`config.mk`:
```
export PLATFORM = sky130hd
export DESIGN_NAME = alu_decode_unit
export DESIGN_NICKNAME = d
export VERILOG_FILES = /design/src/rtl/alu_decode_unit.sv
export SDC_FILE = /design/constraint.sdc
export NUM_CORES = 1
export LEC_CHECK = 0
export CORE_MARGIN = 1.5
export CORE_UTILIZATION = 61
export DETAILED_ROUTE_END_ITERATION = 7
export HOLD_SLACK_MARGIN = 0.12
export PLACE_DENSITY = 0.95
export SETUP_SLACK_MARGIN = 0.2
export SYNTH_ARGS = -nofsm -noshare
export SYNTH_HDL_FRONTEND = slang
export SYNTH_SLANG_ARGS = --single-unit
```
`constraint.sdc`:
```
create_clock -name clk -period 31.5 [get_ports clk]
set_input_delay 9.45 -clock clk [delete_from_list [all_inputs] [get_ports clk]]
set_output_delay 9.45 -clock clk [all_outputs]
set_load 0.03 [all_outputs]
```
`src/rtl/alu_decode_unit.sv`:
```
// alu_decode_unit: instruction decoder plus 16-bit ALU for the single-cycle core.
//
// Decodes the ROM word at the current IP into output-bus unit selects, register
// addresses, sign-extended immediates and a 4-bit optype. The ALU result is computed
// combinationally from the resolved argument-bus values. Registered state is the halt
// latch and the ALU zero/carry flags.
//
// Ports:
//   clk                 rising-edge clock
//   rstn                synchronous reset, active high (name kept from the codebase)
//   instr               32-bit instruction word
//   lhs, rhs            resolved arguments from the argument bus
//   alu_out, comp_out,
//   misc_cs, maybe_jmp  one-hot unit selects for the output bus
//   ip_incr             advance IP (jump override is external)
//   use_r1, use_r2      argument comes from a register (1) or an immediate (0)
//   reg_we              register-file write enable
//   r1_addr, r2_addr,
//   rw_addr             register addresses
//   default_a1,
//   default_a2          immediate values (0 when the register is used)
//   optype              operation code shared by ALU, comparator, misc and jump units
//   alu_result          combinational ALU result
//   flag_z, flag_c      registered zero and carry flags
//   halted              registered halt state
module alu_decode_unit #(
  parameter int unsigned DATA_SIZE     = 16,
  parameter int unsigned REG_ADDR_SIZE = 4
) (
  input  logic                     clk,
  input  logic                     rstn,
  input  logic [31:0]              instr,
  input  logic [DATA_SIZE-1:0]     lhs,
  input  logic [DATA_SIZE-1:0]     rhs,
  output logic                     alu_out,
  output logic                     comp_out,
  output logic                     misc_cs,
  output logic                     maybe_jmp,
  output logic                     ip_incr,
  output logic                     use_r1,
  output logic                     use_r2,
  output logic                     reg_we,
  output logic [REG_ADDR_SIZE-1:0] r1_addr,
  output logic [REG_ADDR_SIZE-1:0] r2_addr,
  output logic [REG_ADDR_SIZE-1:0] rw_addr,
  output logic [DATA_SIZE-1:0]     default_a1,
  output logic [DATA_SIZE-1:0]     default_a2,
  output logic [3:0]               optype,
  output logic [DATA_SIZE-1:0]     alu_result,
  output logic                     flag_z,
  output logic                     flag_c,
  output logic                     halted
);

  typedef enum logic [1:0] {
    UnitAlu  = 2'b00,
    UnitComp = 2'b01,
    UnitMisc = 2'b10,
    UnitJmp  = 2'b11
  } unit_e;

  typedef enum logic [2:0] {
    OpAdd = 3'b000,
    OpSub = 3'b001,
    OpAnd = 3'b010,
    OpOr  = 3'b011,
    OpXor = 3'b100,
    OpShl = 3'b101,
    OpShr = 3'b110,
    OpMul = 3'b111
  } alu_op_e;

  logic                 halted_q, halted_d;
  logic                 flag_z_q, flag_z_d;
  logic                 flag_c_q, flag_c_d;
  unit_e                unit;
  alu_op_e              alu_op;
  logic                 is_halt;
  logic                 active;
  logic [9:0]           arg1_field;
  logic [9:0]           arg2_field;
  logic [DATA_SIZE:0]   sum;
  logic [2*DATA_SIZE-1:0] prod;
  logic                 alu_carry;

  // Field decode
  assign unit       = unit_e'(instr[31:30]);
  assign optype     = instr[29:26];
  assign use_r1     = instr[25];
  assign use_r2     = instr[24];
  assign rw_addr    = instr[20 +: REG_ADDR_SIZE];
  assign arg1_field = instr[19:10];
  assign arg2_field = instr[9:0];
  assign r1_addr    = instr[10 +: REG_ADDR_SIZE];
  assign r2_addr    = instr[0 +: REG_ADDR_SIZE];

  assign default_a1 = use_r1 ? '0 : {{(DATA_SIZE-10){arg1_field[9]}}, arg1_field};
  assign default_a2 = use_r2 ? '0 : {{(DATA_SIZE-10){arg2_field[9]}}, arg2_field};

  // The all-ones word is HALT even though its unit field reads as jump.
  assign is_halt = (instr == 32'hFFFF_FFFF);
  assign active  = !is_halt && !halted_q;

  always_comb begin
    alu_out   = 1'b0;
    comp_out  = 1'b0;
    misc_cs   = 1'b0;
    maybe_jmp = 1'b0;
    reg_we    = 1'b0;
    ip_incr   = 1'b0;
    if (active) begin
      ip_incr = 1'b1;
      unique case (unit)
        UnitAlu: begin
          alu_out = 1'b1;
          reg_we  = 1'b1;
        end
        UnitComp: begin
          comp_out = 1'b1;
          reg_we   = 1'b1;
        end
        UnitMisc: begin
          misc_cs = 1'b1;
          // optype[0]: 1 reads a port into a register, 0 writes a port.
          reg_we  = optype[0];
        end
        UnitJmp: begin
          maybe_jmp = 1'b1;
        end
        default: ;
      endcase
    end
  end

  // ALU; optype[0] does not affect the operation.
  assign alu_op = alu_op_e'(optype[3:1]);
  assign sum    = {1'b0, lhs} + {1'b0, rhs};
  assign prod   = {{DATA_SIZE{1'b0}}, lhs} * {{DATA_SIZE{1'b0}}, rhs};

  always_comb begin
    alu_result = '0;
    alu_carry  = 1'b0;
    unique case (alu_op)
      OpAdd: begin
        alu_result = sum[DATA_SIZE-1:0];
        alu_carry  = sum[DATA_SIZE];
      end
      OpSub: begin
        alu_result = lhs - rhs;
        alu_carry  = (lhs < rhs);
      end
      OpAnd:   alu_result = lhs & rhs;
      OpOr:    alu_result = lhs | rhs;
      OpXor:   alu_result = lhs ^ rhs;
      OpShl:   alu_result = lhs << rhs[3:0];
      OpShr:   alu_result = lhs >> rhs[3:0];
      OpMul:   alu_result = prod[DATA_SIZE-1:0];
      default: alu_result = '0;
    endcase
  end

  // Next state: halt latch is sticky until reset; flags follow ALU instructions only.
  always_comb begin
    halted_d = halted_q | is_halt;
    flag_z_d = flag_z_q;
    flag_c_d = flag_c_q;
    if (alu_out) begin
      flag_z_d = (alu_result == '0);
      flag_c_d = alu_carry;
    end
  end

  always_ff @(posedge clk) begin
    if (rstn) begin
      halted_q <= 1'b0;
      flag_z_q <= 1'b0;
      flag_c_q <= 1'b0;
    end else begin
      halted_q <= halted_d;
      flag_z_q <= flag_z_d;
      flag_c_q <= flag_c_d;
    end
  end

  assign halted = halted_q;
  assign flag_z = flag_z_q;
  assign flag_c = flag_c_q;

endmodule

```
==> flow_summary.ini <==
[placed_design]
dp.cells = 1371
dp_slack_ns = 5.24
gp_congestion = 1.04
io_buffers = 140
postPlaceCellArea_um2 = 9590
hpwlAfterDp_mm = 25.0

[logic_synthesis]
synth_area_leaders = fa_1 (19%), ha_1 (15%), inv_1 (7.4%), nor2_1 (6.2%), nand2_1 (5.2%)
synth_top_area_share_pct = 19.4
ys_seq_elements = 3
synthSimpleGateAreaFrac_pct = 21.3
synthDistinctLibCells = 87
synth_ff_type = dfxtp_1
synth_top_family_by_area = adder cells
synth_fa_ha_area_share_pct = 33.9
synth_compound_area_share_pct = 18.0
synth_edf_count = 0
synthXorXnorAreaFrac_pct = 3.73
synthTopCellsByCount = inv_1 (166), nor2_1 (140), nand2_1 (118)
seq_area_frac_synth_pct = 0.710
synth_mux_area_share_pct = 7.55
yosysWarnings = 0
syn_area_um2 = 8460
syn_nets = 1374
synth_top_area_cell = fa_1
synthArstFlopShare_pct = 0
syn_area_per_cell_um2 = 7.50
synth_cells = 1128
yosysMostFrequentCell = inv_1

[timing]
finalHoldWorstSlack_ns = 0.524
finalCriticalPeriod_ns = 26.46
hold_viol = 0
tns_ns = 0
maxSlewViolCount = 0
rsz0062_at_grt = false
fin_crit_sh_pct = 84.0
tightest_slew_ns = 1.22
slew_headroom_pct = 17.9
max_freq_mhz = 37.8
setup_viol = 0
finalWorstSetupSlack_ns = 5.04
finalClockSkew_ns = 0.00350

[critical_path]
crit_end = alu_result[13]
r2r_start = halted
cp-start-kind = primary input
end_kind = output pin
startpoint = lhs[1]
r2r_cells = 8
reg2reg_slack_ns = 28.22
crit_required_ns = 22.05
crit_arrival_ns = 17.01
reg2reg_to = flag_z
path_class = primary input to output pin
path_max_fanout = 15

[clocking]
cts_max_path_buffers = 2
clk_latency_ns = 0.23
clk_pin_slew_ns = 0.03
cts_tree = done
htreeDepth = 1
cts_sinks = 3
postCtsSetupBuffers = 0
cts_root_buf = clkbuf_16
cts-resized-gates = 0
cts_buffers = 3
cts_hold_buf = 0

[floorplanning]
core_um2 = 13400
die_w_um = 121
ioPinCount = 141
fp.dieArea_um2 = 14600
start_util_pct = 63.1
die_h_um = 121
rows = 42

[layout]
area_delta_synth_final_pct = 14.3
fillerInstances = 1053
final-seq-area_um2 = 60.1
multi_input_area_um2 = 7150
final_nets = 1446
n_antenna_cell = 0
finish.utilization_pct = 72.1
postLayoutCellArea_um2 = 9670
instances_no_fill = 1375
drive_above_1_share_pct = 5.92

[pwr]
fin_total_pwr_mw = 0.598
netSwitchingFraction_pct = 57.9
p_seq_share_pct = 0.7
power_frac_comb_pct = 95.8
p_leak_nw = 4.40
ir_drop_mv = 0.115
switchingPower_mw = 0.347
p_int_mw = 0.252
p_per_area_nw_per_um2 = 61.9
clkPwrFrac_pct = 3.5

[global_routing]
grt_pass1_wl_mm = 48.5
grt_max_degree = 44
antenna_found_initial = 0
grt_usage_pct = 43.2
grt_overflow_total = 0
grt_pass1_vias = 8803

[detailed_routing]
wirelength_mm = 31.5
drc_errors = 0
drt-initial-drc-count = 1520
num_vias = 9179
firstDrtPassIters = 7
final_antenna_net_count = 0
wl_per_cell_um = 22.9
routed_via_density = 6.68

[job]
cap_viol_max_count = 0

[min_path]
hold_path.class = flip-flop to flip-flop

[run_status]
status = finished, final reports clean
## cell type report
cell class | instances | share of cell area (%)
clock buffer | 4 | 0.816
multi-input combinational | 861 | 73.9
inverter | 177 | 6.87
sequential | 3 | 0.621
timing repair buffer | 154 | 15.5
tap | 176 | 2.28
## cell usage in the layout, fill, tap and decap left out, types with 6 or more instances in the layout
cell	netlist	routed
nor2b_1	26	26
fa_1	82	82
o22ai_1	12	12
a21o_1	6	6
and3_1	7	7
o21ai_0	40	40
nand3_1	14	14
o211ai_1	12	12
mux4_2	17	17
xnor2_1	31	31
nor2_1	140	140
a21oi_1	52	52
nor3_1	21	21
nor4_1	8	8
o21bai_1	8	8
clkinv_1	7	7
inv_1	166	166
nand2b_1	11	11
mux2i_1	9	9
nand4_1	10	10
clkdlybuf4s50_1	0	138
a221oi_1	7	7
a211oi_1	16	16
or3_1	6	6
buf_4	31	14
ha_1	98	98
a22oi_1	7	7
nand2_1	118	118
## worst max-delay path: stages
cell and delay (ns):
clkdlybuf4s50_1 0.94, clkinv_1 0.52, nor2_1 0.25, fa_1 0.45
fa_1 0.45, ha_1 0.21, fa_1 0.51, inv_1 0.07
fa_1 0.48, fa_1 0.49, inv_1 0.04, ha_1 0.35
o21a_1 0.21, o21ai_0 0.19, o21ba_2 0.22, a2111oi_0 0.39
a31oi_1 0.17, o211ai_1 0.32, o311ai_0 0.17, nor2_1 0.33
clkdlybuf4s50_1 0.76
## power groups by stage
stage	registers [mW]	clock network, mW	logic (mW)
global route	0.00398	0.0212	0.618
detailed placement	0.00402	0	0.558
floorplan	0.00416	0	0.404
finish	0.00398	0.0210	0.573
global placement	0.00404	0	0.538
CTS	0.00397	0.0207	0.561
## kinds of logic after synthesis
family / after synthesis
and+or+nand+nor: 387
buffers and inverters: 264
AOI/OAI and AO/OA: 223
adders and majority gates: 180
xor gates and xnor gates: 36
muxes: 35
DFF: 3
## how the worst min path moves through the flow
| stage | startpoint | depth (start not counted) | to |
|---|---|---|---|
| after detailed placement | flag_c | 2 | flag_c |
| after global placement | flag_c | 2 | flag_c |
| after CTS | flag_c | 2 | flag_c |
| after floorplan | flag_c | 2 | flag_c |
| final | flag_c | 2 | flag_c |
| after global routing | flag_c | 2 | flag_c |
## state kept, by name, indices dropped and copies added (netlist names)
name	flops
halted	1
flag_c	1
flag_z	1
## per-layer routing
metal  GRT usage, %  wire [um]  vias up
met5              0          0        -
met4           21.9       2020        0
met3           11.2       4640      171
met2           64.9      13700      826
met1           57.5      11200     4267
li1               -          -     3915
Power figures use the tool's default switching activity.
